===== config.mk =====
export PLATFORM = sky130hd
export DESIGN_NAME = pong_game_fsm
export DESIGN_NICKNAME = d
export VERILOG_FILES = /design/src/rtl/pong_pkg.sv /design/src/rtl/pong_game_fsm_tick_delay.sv /design/src/rtl/pong_game_fsm.sv
export SDC_FILE = /design/constraint.sdc
export NUM_CORES = 1
export LEC_CHECK = 0
export ABC_AREA = 1
export CAP_MARGIN = 15
export CORE_ASPECT_RATIO = 0.5
export CORE_MARGIN = 5
export CORE_UTILIZATION = 45
export CTS_CLUSTER_DIAMETER = 150
export DETAILED_ROUTE_END_ITERATION = 10
export PLACE_DENSITY = 0.68
export SLEW_MARGIN = 25
export SYNTH_ARGS = -nofsm -noshare
export SYNTH_HDL_FRONTEND = slang
export SYNTH_SLANG_ARGS = --single-unit
export TNS_END_PERCENT = 1

===== constraint.sdc =====
create_clock -name clk -period 1.5 [get_ports clk]
set_clock_uncertainty 0.05 [all_clocks]
set_input_delay 0.225 -clock clk [delete_from_list [all_inputs] [get_ports clk]]
set_output_delay 0.225 -clock clk [all_outputs]
set_load 0.01 [all_outputs]

===== src/rtl/pong_pkg.sv =====
// Shared types and widths for the pong game sequencer: state encoding,
// score/delay widths and a saturating score increment.
package pong_pkg;

  localparam int SCORE_W = 4;
  localparam int DELAY_W = 8;

  typedef enum logic [2:0] {
    IDLE      = 3'd0,
    SERVE     = 3'd1,
    PLAY      = 3'd2,
    POINT     = 3'd3,
    GAME_OVER = 3'd4
  } game_state_t;

  // Scores stop at the winning value instead of wrapping.
  function automatic logic [SCORE_W-1:0] sat_inc(input logic [SCORE_W-1:0] s,
                                                 input logic [SCORE_W-1:0] lim);
    return (s >= lim) ? s : s + SCORE_W'(1);
  endfunction

endpackage


===== src/rtl/pong_game_fsm_tick_delay.sv =====
// Loadable down-counter stepped by timing_tick; done is a one-cycle strobe on
// the tick that takes the count from 1 to 0. A tick during load is not counted.
module tick_delay
  import pong_pkg::*;
(
  input  logic               clk,
  input  logic               rst,
  input  logic               load,
  input  logic [DELAY_W-1:0] load_val,
  input  logic               tick,
  output logic               done
);

  logic [DELAY_W-1:0] count_q;
  logic [DELAY_W-1:0] count_d;

  always_comb begin
    count_d = count_q;
    if (load) begin
      count_d = load_val;
    end else if (tick && (count_q != '0)) begin
      count_d = count_q - DELAY_W'(1);
    end
  end

  always_ff @(posedge clk or negedge rst) begin
    if (!rst) begin
      count_q <= '0;
    end else begin
      count_q <= count_d;
    end
  end

  assign done = !load && tick && (count_q == DELAY_W'(1));

endmodule


===== src/rtl/pong_game_fsm.sv =====
// Pong game sequencer: serves, scores and ends the game around the ball engine.
// Optional PONG_AUTO_RESTART_EN lets GAME_OVER time out back to IDLE.
module pong_game_fsm
  import pong_pkg::*;
#(
  parameter int WIN_SCORE     = 9,
  parameter int SERVE_DELAY   = 60,
  parameter int RESTART_DELAY = 180
) (
  input  logic               clk,
  input  logic               rst,
  input  logic               timing_tick,
  input  logic               start,
  input  logic               miss_left,
  input  logic               miss_right,
  output logic               ball_en,
  output logic               ball_recentre,
  output logic               serve_right,
  output logic [SCORE_W-1:0] score_left,
  output logic [SCORE_W-1:0] score_right,
  output logic               game_over,
  output logic               winner_left,
  output logic [2:0]         state_o
);

  localparam logic [SCORE_W-1:0] WIN_VAL = SCORE_W'(WIN_SCORE);

  game_state_t        state_q, state_d;
  logic               start_q;
  logic               ball_en_q, ball_en_d;
  logic               recentre_q, recentre_d;
  logic               serve_right_q, serve_right_d;
  logic [SCORE_W-1:0] score_left_q, score_left_d;
  logic [SCORE_W-1:0] score_right_q, score_right_d;
  logic               game_over_q, game_over_d;
  logic               winner_left_q, winner_left_d;
  logic               load_q, load_d;
  logic [DELAY_W-1:0] load_val;
  logic               delay_done;
  logic               start_edge;

  assign start_edge = start && !start_q;

  // The counter loads during the first cycle in the new state, so a tick
  // arriving on the entry cycle is swallowed by the load.
  assign load_val = (state_q == GAME_OVER) ? DELAY_W'(RESTART_DELAY)
                                           : DELAY_W'(SERVE_DELAY);

  tick_delay u_delay (
    .clk      (clk),
    .rst      (rst),
    .load     (load_q),
    .load_val (load_val),
    .tick     (timing_tick),
    .done     (delay_done)
  );

  always_comb begin
    state_d       = state_q;
    recentre_d    = 1'b0;
    serve_right_d = serve_right_q;
    score_left_d  = score_left_q;
    score_right_d = score_right_q;
    winner_left_d = winner_left_q;

    case (state_q)
      IDLE: begin
        if (start_edge) begin
          state_d       = SERVE;
          score_left_d  = '0;
          score_right_d = '0;
          recentre_d    = 1'b1;
          serve_right_d = 1'b1;
          winner_left_d = 1'b0;
        end
      end
      SERVE: begin
        if (delay_done) state_d = PLAY;
      end
      PLAY: begin
        if (miss_left && miss_right) begin
          state_d = POINT;
        end else if (miss_left) begin
          score_right_d = sat_inc(score_right_q, WIN_VAL);
          serve_right_d = 1'b0;
          state_d       = POINT;
        end else if (miss_right) begin
          score_left_d  = sat_inc(score_left_q, WIN_VAL);
          serve_right_d = 1'b1;
          state_d       = POINT;
        end
      end
      POINT: begin
        if ((score_left_q == WIN_VAL) || (score_right_q == WIN_VAL)) begin
          state_d       = GAME_OVER;
          winner_left_d = (score_left_q == WIN_VAL);
        end else begin
          state_d    = SERVE;
          recentre_d = 1'b1;
        end
      end
      GAME_OVER: begin
`ifdef PONG_AUTO_RESTART_EN
        if (start_edge || delay_done) begin
`else
        if (start_edge) begin
`endif
          state_d       = IDLE;
          winner_left_d = 1'b0;
        end
      end
      default: state_d = IDLE;
    endcase

    ball_en_d   = (state_d == PLAY);
    game_over_d = (state_d == GAME_OVER);
    load_d      = (state_d != state_q) && ((state_d == SERVE) || (state_d == GAME_OVER));
  end

  always_ff @(posedge clk or negedge rst) begin
    if (!rst) begin
      state_q       <= IDLE;
      start_q       <= 1'b0;
      ball_en_q     <= 1'b0;
      recentre_q    <= 1'b0;
      serve_right_q <= 1'b1;
      score_left_q  <= '0;
      score_right_q <= '0;
      game_over_q   <= 1'b0;
      winner_left_q <= 1'b0;
      load_q        <= 1'b0;
    end else begin
      state_q       <= state_d;
      start_q       <= start;
      ball_en_q     <= ball_en_d;
      recentre_q    <= recentre_d;
      serve_right_q <= serve_right_d;
      score_left_q  <= score_left_d;
      score_right_q <= score_right_d;
      game_over_q   <= game_over_d;
      winner_left_q <= winner_left_d;
      load_q        <= load_d;
    end
  end

  assign ball_en       = ball_en_q;
  assign ball_recentre = recentre_q;
  assign serve_right   = serve_right_q;
  assign score_left    = score_left_q;
  assign score_right   = score_right_q;
  assign game_over     = game_over_q;
  assign winner_left   = winner_left_q;
  assign state_o       = state_q;

endmodule


==> results of run 1 <==
## power by group through the flow
stage	sequential (mW)	clock (mW)	combinational, mW
global route	0.975	0.633	0.951
CTS	0.941	0.605	0.799
finish	0.953	0.594	0.843
floorplan	0.972	0	0.411
global placement	0.950	0	0.805
detailed placement	0.954	0	0.816
## through the flow
step                      std cells  instance area, um2  hold slack, ns
after floorplan                 184                1510          -0.121
after global placement          273                1980           0.414
after detailed placement        273                1980           0.415
after CTS                       277                2040           0.267
after global routing            277                2140           0.319
final                           277                2140           0.254
## worst max-delay path, cell delays in order (launching register included)
cell and delay, ns:
dfrtp_2 0.47, inv_4 0.10, nand3_4 0.13, o311ai_0 0.55, nand2_1 0.09, o21ai_1 0.09
## sequential cells by signal, summed over array words and instances (netlist names), 3 cells and up
signal,cells
score_left,4
u_delay.count_q,8
state_o,3
score_right,4
## area by class of cell
class	instances	area (um2)
multi-input combinational	130	832
fill	254	960
timing repair buffer	49	415
clock inverter	1	30.0
tap	40	50.0
sequential	26	657
inverter	28	115
clock buffer	3	41.3
## what timing repair did
action	4_1_cts	5_1_grt
gates resized for setup	16	32
pin swaps	1	5
endpoints found under the setup margin	20	23
## cell usage in the layout, fill, tap and decap left out, types with 2 or more instances in the layout
cell type         n
a21oi_1           6
buf_4            28
clkbuf_8          3
clkdlybuf4s50_1   8
dfrtp_1          21
dfrtp_2           4
dlygate4sd2_1    10
dlymetal6s2s_1    3
ha_1              8
inv_1            17
inv_2             7
inv_4             2
nand2_1          26
nand2_2          10
nand3_1          25
nand3_2           4
nand3_4           2
nand4_1           4
nor2_1            8
nor2_2            4
nor2_4            4
o21ai_0          12
o21ai_1           3
xor2_1            2
## cell families after synthesis
logic type / count (synthesis) / synth area share, %
AND/OR/NAND/NOR: 91 / 29.8
AO/OA/AOI/OAI: 28 / 11.1
adder cells (fa/ha/maj): 9 / 7.48
buffers and inverters: 28 / 7.15
flip-flops: 26 / 43.3
XOR/XNOR: 2 / 1.16
## synth_stat cells
master,number
nand2_1,32
nand3_1,29
dfrtp_1,25
inv_1,22
o21ai_0,14
nor2_1,11
ha_1,9
a21oi_1,6
inv_2,4
nand2_2,4
nand4_1,4
nor2_2,4
nor3_1,2
o21ai_1,2
xor2_1,2
a211oi_1,1
a21oi_2,1
a21oi_4,1
clkinv_1,1
dfstp_2,1
inv_4,1
nand2_4,1
nand3_2,1
nand3_4,1
nand3b_1,1
nor2_4,1
o21a_1,1
o311ai_0,1
o31ai_1,1
## how the worst min path moves through the flow
stage / start / to / slack, ns / cells after the start
detailed placement: serve_right / serve_right / 0.42 / 2
global placement: serve_right / serve_right / 0.41 / 2
floorplan: rst / ball_en / -0.12 / 0
global route: rst / score_left[1] / 0.32 / 2
finish: rst / score_left[1] / 0.25 / 2
CTS: rst / score_left[1] / 0.27 / 2
## routing by layer
layer  track usage (%)  part of all wire [%]
met1              18.9                    46
met2              28.8                    50
met3              4.11                   3.0
met4              3.94                  0.84
met5                 0                     0
==> summary.txt, run 1 <==
OUTCOME
---------------------------------------------------------------------------------
Result of the run                                                    finished with violations
Violations in the final reports                                      setup timing

POWER
---------------------------------------------------------------------------------
Ratio of total power to cell area                                     1120 mW/mm2
Part of the power in combinational logic                                    35.3%
Sw frac                                                                     33.8%
Sequential fraction of design power                                         39.9%
Net Sw Power                                                               809 uW
Worst VDD drop                                                         0.000589 V
Total internal power                                                      1.58 mW
Clock group share of total power                                            24.9%
Final Power                                                               2.39 mW
Total leakage power                                                       1.11 nW

CRITICAL PATH
---------------------------------------------------------------------------------
Data arrival time at the worst-slack endpoint                             1.70 ns
Worst flop-to-flop path startpoint                                     state_o[2]
Endpoint of the worst setup timing path                               serve_right
Cell depth of the worst flop-to-flop path                                       5
Critical path startpoint                                               state_o[2]
Startpoint kind of the worst setup timing path                          flip-flop
Nature of the critical path endpoint                                    flip-flop
Worst Path Required                                                       1.66 ns
Worst-case register-to-register setup slack                              -0.04 ns
Startpoint-to-endpoint class of the critical path                    flip-flop to flip-flop
Highest net fanout along the worst path                                         6
Reg2reg end                                                           serve_right

DETAILED ROUTING
---------------------------------------------------------------------------------
Via count normalized by instance count                                       5.09
Vias after detailed routing                                                  1411
Average wire length per cell after detail routing                         13.3 um
Total detailed-routing wirelength                                         3680 um
Detailed router's first-iteration violation count                              83
Final ANT Viol Nets                                                             0
Number of remaining DRC errors                                                  0
First-pass iteration count of the detailed router                               4

YOSYS
---------------------------------------------------------------------------------
Portion of synthesized cell area occupied by the leading cell type          41.6%
Post-synthesis cell area                                              0.00151 mm2
Library cell with the largest summed area after synthesis                 dfrtp_1
Proportion of synthesized chip area in sequential cells                     43.3%
Per-instance average area after synthesis                                8.18 um2
Number of synthesis warnings                                                    0
Cell variety after synth                                                       29
Number of flip-flops and latches in the synthesized netlist                    26
Post-Synthesis Cells                                                          184
Area contributors post-synth                                         dfrtp_1 42%, nand3_1 9.6%, nand2_1 8.0%
Net Count, Synth                                                              199

PLACEMENT
---------------------------------------------------------------------------------
DP Wirelength                                                             2600 um
Gp weighted congestion                                                      0.821
Port-buffer cells                                                              21
Post-Place Worst Slack                                                  -0.247 ns

FINAL LAYOUT
---------------------------------------------------------------------------------
Post-layout nets                                                              253
Core occupancy in the finished layout                                       69.0%
Area Overhead vs Synth                                                      42.2%
Antenna fix cells                                                               0
Layout cells sized above 1                                                  32.5%

CLOCK NETWORK
---------------------------------------------------------------------------------
Root buffer selected by CTS                                              clkbuf_8
Clk pin slew, worst setup/hold paths                                      0.09 ns
Clock network latency to the later pin of the worst-skew pair             0.28 ns
Number of buffers added by the clock tree synthesis step                        3
Total clock sinks                                                              26
# hold bufs at CTS                                                              0
CTS HTree Levels                                                                1
Max Root-Sink Buffers                                                           2
CTS tree                                                                    built
Post CTS Setup Buffer Count                                                     0

FLOORPLAN
---------------------------------------------------------------------------------
Overall die width                                                         91.8 um
Overall die area                                                      0.00467 mm2
IO Pins                                                                        22
Starting density of the core                                                48.5%
Std-Cell Core Area                                                    0.00310 mm2
Rows                                                                           14
Vertical die dimension                                                    50.9 um

GLOBAL ROUTING
---------------------------------------------------------------------------------
Grt total ovfl                                                                  0
Number of global-route vias before repair                                    1357
Largest net degree at the start of global routing                              27
Initial antenna violation count                                                 0
Global-route wire length before repair                                    5960 um
Combined global-route utilization of all metal layers                       15.8%

STA
---------------------------------------------------------------------------------
Final number of setup-violating endpoints                                       1
Worst setup slack after layout                                         -0.0396 ns
Achievable clock frequency                                              0.650 GHz
Worst relative slew slack                                                   59.8%
Time the worst path needs with I/O delays and setup                       1.54 ns
Period utilization                                                           103%
Setup repair after global routing missed its margin                           yes
Setup total negative slack                                             -0.0396 ns
Final hold violation count                                                      0
Pins over their slew limit                                                      0
Worst Max-Slew Pin Slew                                                  0.595 ns

HOLD PATH
---------------------------------------------------------------------------------
Class of the tightest hold or removal check                          input pin to async pin

FLOW RUN
---------------------------------------------------------------------------------
Total of max-cap violations                                                     0

(Power assumes the default switching activity.)
==> inputs of run 2 (changes only) <==
Settings changed: RECOVER_POWER from default to 100.
==> run 2 against run 1 <==
Compared with the run above:
- the run still ends with setup timing left
- first-iteration DRC count decreased by 3.6%
- worst hold slack better by 0.17 ns
- combinational power about the same
- maximum frequency barely moved
- critical endpoint unchanged
- highest routed layer unchanged
==> summary.txt, run 2 (synthesis gave the netlist of run 1 again) <==
GLOBAL ROUTING
----------------------------------------------------------------------------
Largest net degree at the start of global routing                         27   unchanged
Initial antenna violation count                                            0   unchanged
Combined global-route utilization of all metal layers                  15.8%   unchanged
Grt total ovfl                                                             0   unchanged
Global-route wire length before repair                               5960 um   unchanged
Number of global-route vias before repair                               1357   unchanged

POWER
----------------------------------------------------------------------------
Total leakage power                                                  1.10 nW   -1.5%
Final Power                                                          2.39 mW   about the same
Ratio of total power to cell area                                1120 mW/mm2   +0.16%
Worst VDD drop                                                    0.000588 V   about the same

STA
----------------------------------------------------------------------------
Worst Max-Slew Pin Slew                                             0.665 ns   +0.0704 ns
Final number of setup-violating endpoints                                  1   unchanged
Setup repair after global routing missed its margin                      yes
Worst setup slack after layout                                    -0.0395 ns   +0.000141 ns
Achievable clock frequency                                         0.650 GHz   about the same
Pins over their slew limit                                                 0   unchanged
Final-layout worst hold slack                                       0.426 ns   +0.173 ns
Period utilization                                                      103%   about the same
Final hold violation count                                                 0   unchanged
Time the worst path needs with I/O delays and setup                  1.54 ns   -0.000141 ns
Worst relative slew slack                                              55.7%   -4.2 points
Setup total negative slack                                        -0.0395 ns   +0.000141 ns

FINAL LAYOUT
----------------------------------------------------------------------------
Largest register by flop count                                  u_delay.count_q
Max reg flops                                                              8   unchanged
Post-layout nets                                                         253   unchanged
Area Overhead vs Synth                                                 41.9%
Commonest non-fill, non-tap cell in the layout                         buf_4
Antenna fix cells                                                          0   unchanged
Layout cells sized above 1                                             32.5%   unchanged
Commonest cells after routing, fill and taps aside              27 x buf_4, 26 x nand2_1, 25 x nand3_1

PLACEMENT
----------------------------------------------------------------------------
DP Wirelength                                                        2600 um   unchanged
Gp weighted congestion                                                 0.821   unchanged
Port-buffer cells                                                         21   unchanged

HOLD PATH
----------------------------------------------------------------------------
Class of the tightest hold or removal check                     flip-flop to flip-flop
Startpoint of the lowest-slack hold path                         serve_right

FLOORPLAN
----------------------------------------------------------------------------
Starting density of the core                                           48.5%   unchanged
IO Pins                                                                   22   unchanged
Vertical die dimension                                               50.9 um   unchanged
Overall die area                                                 0.00467 mm2   unchanged
Std-Cell Core Area                                               0.00310 mm2   unchanged
Overall die width                                                    91.8 um   unchanged
Rows                                                                      14   unchanged

OUTCOME
----------------------------------------------------------------------------
Violations in the final reports                                 setup timing
Result of the run                                               finished with violations

DETAILED ROUTING
----------------------------------------------------------------------------
First-pass iteration count of the detailed router                          4   unchanged
Detailed router's first-iteration violation count                         80   -3.6%
Number of remaining DRC errors                                             0   unchanged
Total detailed-routing wirelength                                    3680 um   +0.19%
Via count normalized by instance count                                  5.10   about the same
Average wire length per cell after detail routing                    13.3 um   +0.19%
Vias after detailed routing                                             1412   +0.071%
Final ANT Viol Nets                                                        0   unchanged

CLOCK NETWORK
----------------------------------------------------------------------------
Clock network latency to the later pin of the worst-skew pair        0.28 ns   about the same
Max Root-Sink Buffers                                                      2   unchanged
Root buffer selected by CTS                                         clkbuf_8
CTS tree                                                               built
Number of buffers added by the clock tree synthesis step                   3   unchanged
CTS HTree Levels                                                           1   unchanged
Clk pin slew, worst setup/hold paths                                 0.09 ns   about the same
Total clock sinks                                                         26   unchanged

CRITICAL PATH
----------------------------------------------------------------------------
Worst path top cell family by delay                             compound AO/OA/AOI/OAI gates
Nature of the critical path endpoint                               flip-flop
Startpoint-to-endpoint class of the critical path               flip-flop to flip-flop
Startpoint kind of the worst setup timing path                     flip-flop
Highest net fanout along the worst path                                    6   unchanged
Critical path startpoint                                          state_o[2]
Slowest CP cell                                                     o311ai_0
Worst Path Required                                                  1.66 ns   about the same
List of cells traversed by the critical path                    inv_4 -> nand3_4 -> o311ai_0 -> nand2_1 -> o21ai_1
Buffers & Inverters on Critical Path                                       1   unchanged
Largest stage delay, worst path                                      0.55 ns   about the same
Worst flop-to-flop path startpoint                                state_o[2]
Data arrival time at the worst-slack endpoint                        1.70 ns   about the same

FLOW RUN
----------------------------------------------------------------------------
Total of max-cap violations                                                0   unchanged

-- run 2: changes by cell type in the layout (fill, tap and decap cells not counted) --
cell / previous run / this run
buf_4: 28 / 27
clkbuf_2: 0 / 1
clkdlybuf4s25_1: 0 / 1
clkdlybuf4s50_1: 8 / 6
dlygate4sd3_1: 0 / 2
dlymetal6s2s_1: 3 / 2
-- run 2: final timing paths --
path	slack [ns]	depth (start not counted)	endpoint
min reg2reg	0.43	2	serve_right
max in group asynchronous	0.48	2	score_left[0]
min in group asynchronous	0.44	2	score_left[1]
max	-0.04	5	serve_right
max reg2reg	-0.04	5	serve_right
min	0.43	2	serve_right
-- run 2: cell type report --
type | count | area, um2
fill | 255 | 965
multi-input combinational | 130 | 832
sequential | 26 | 657
timing repair buffer | 49 | 410
inverter | 28 | 115
tap | 40 | 50.0
clock buffer | 3 | 41.3
clock inverter | 1 | 30.0
-- run 2: repair_timing --
item / in CTS / in global routing
hold buffers: 0 / 0
gates resized for setup: 16 / 32
setup buffers: 0 / 0
endpoints found under the setup margin: 20 / 23
pin swaps: 1 / 5
-- run 2: metrics by stage --
step                worst slack, ns  utilization, %  cell area, um2  instances
global placement             -0.144            63.7            1980        273
global route                 -0.144            68.9            2140        277
finish                      -0.0395            68.9            2140        277
detailed placement           -0.247            63.7            1980        273
floorplan                    0.0433               -            1510        184
CTS                         -0.0687            65.9            2040        277
-- run 2: routing by layer --
layer / track usage (%) / routed length (um) / vias to the layer above
li1: - / - / 720
met4: 3.94 / 31 / 0
met2: 28.8 / 1830 / 24
met3: 4.11 / 112 / 7
met1: 18.9 / 1710 / 661
met5: 0 / 0 / -
-- run 2: where the power goes --
part / total, mW / internal [mW] / leakage [nW] / switching, mW
Clock: 0.594 / 0.358 / 0.0357 / 0.236
Sequential: 0.953 / 0.841 / 0.324 / 0.113
Combinational: 0.841 / 0.381 / 0.738 / 0.460
-- run 2: worst min-delay path, cell delays in order (launching register included) --
cell and delay [ns]:
dfstp_2 0.38, nand2_1 0.05, o21ai_1 0.05
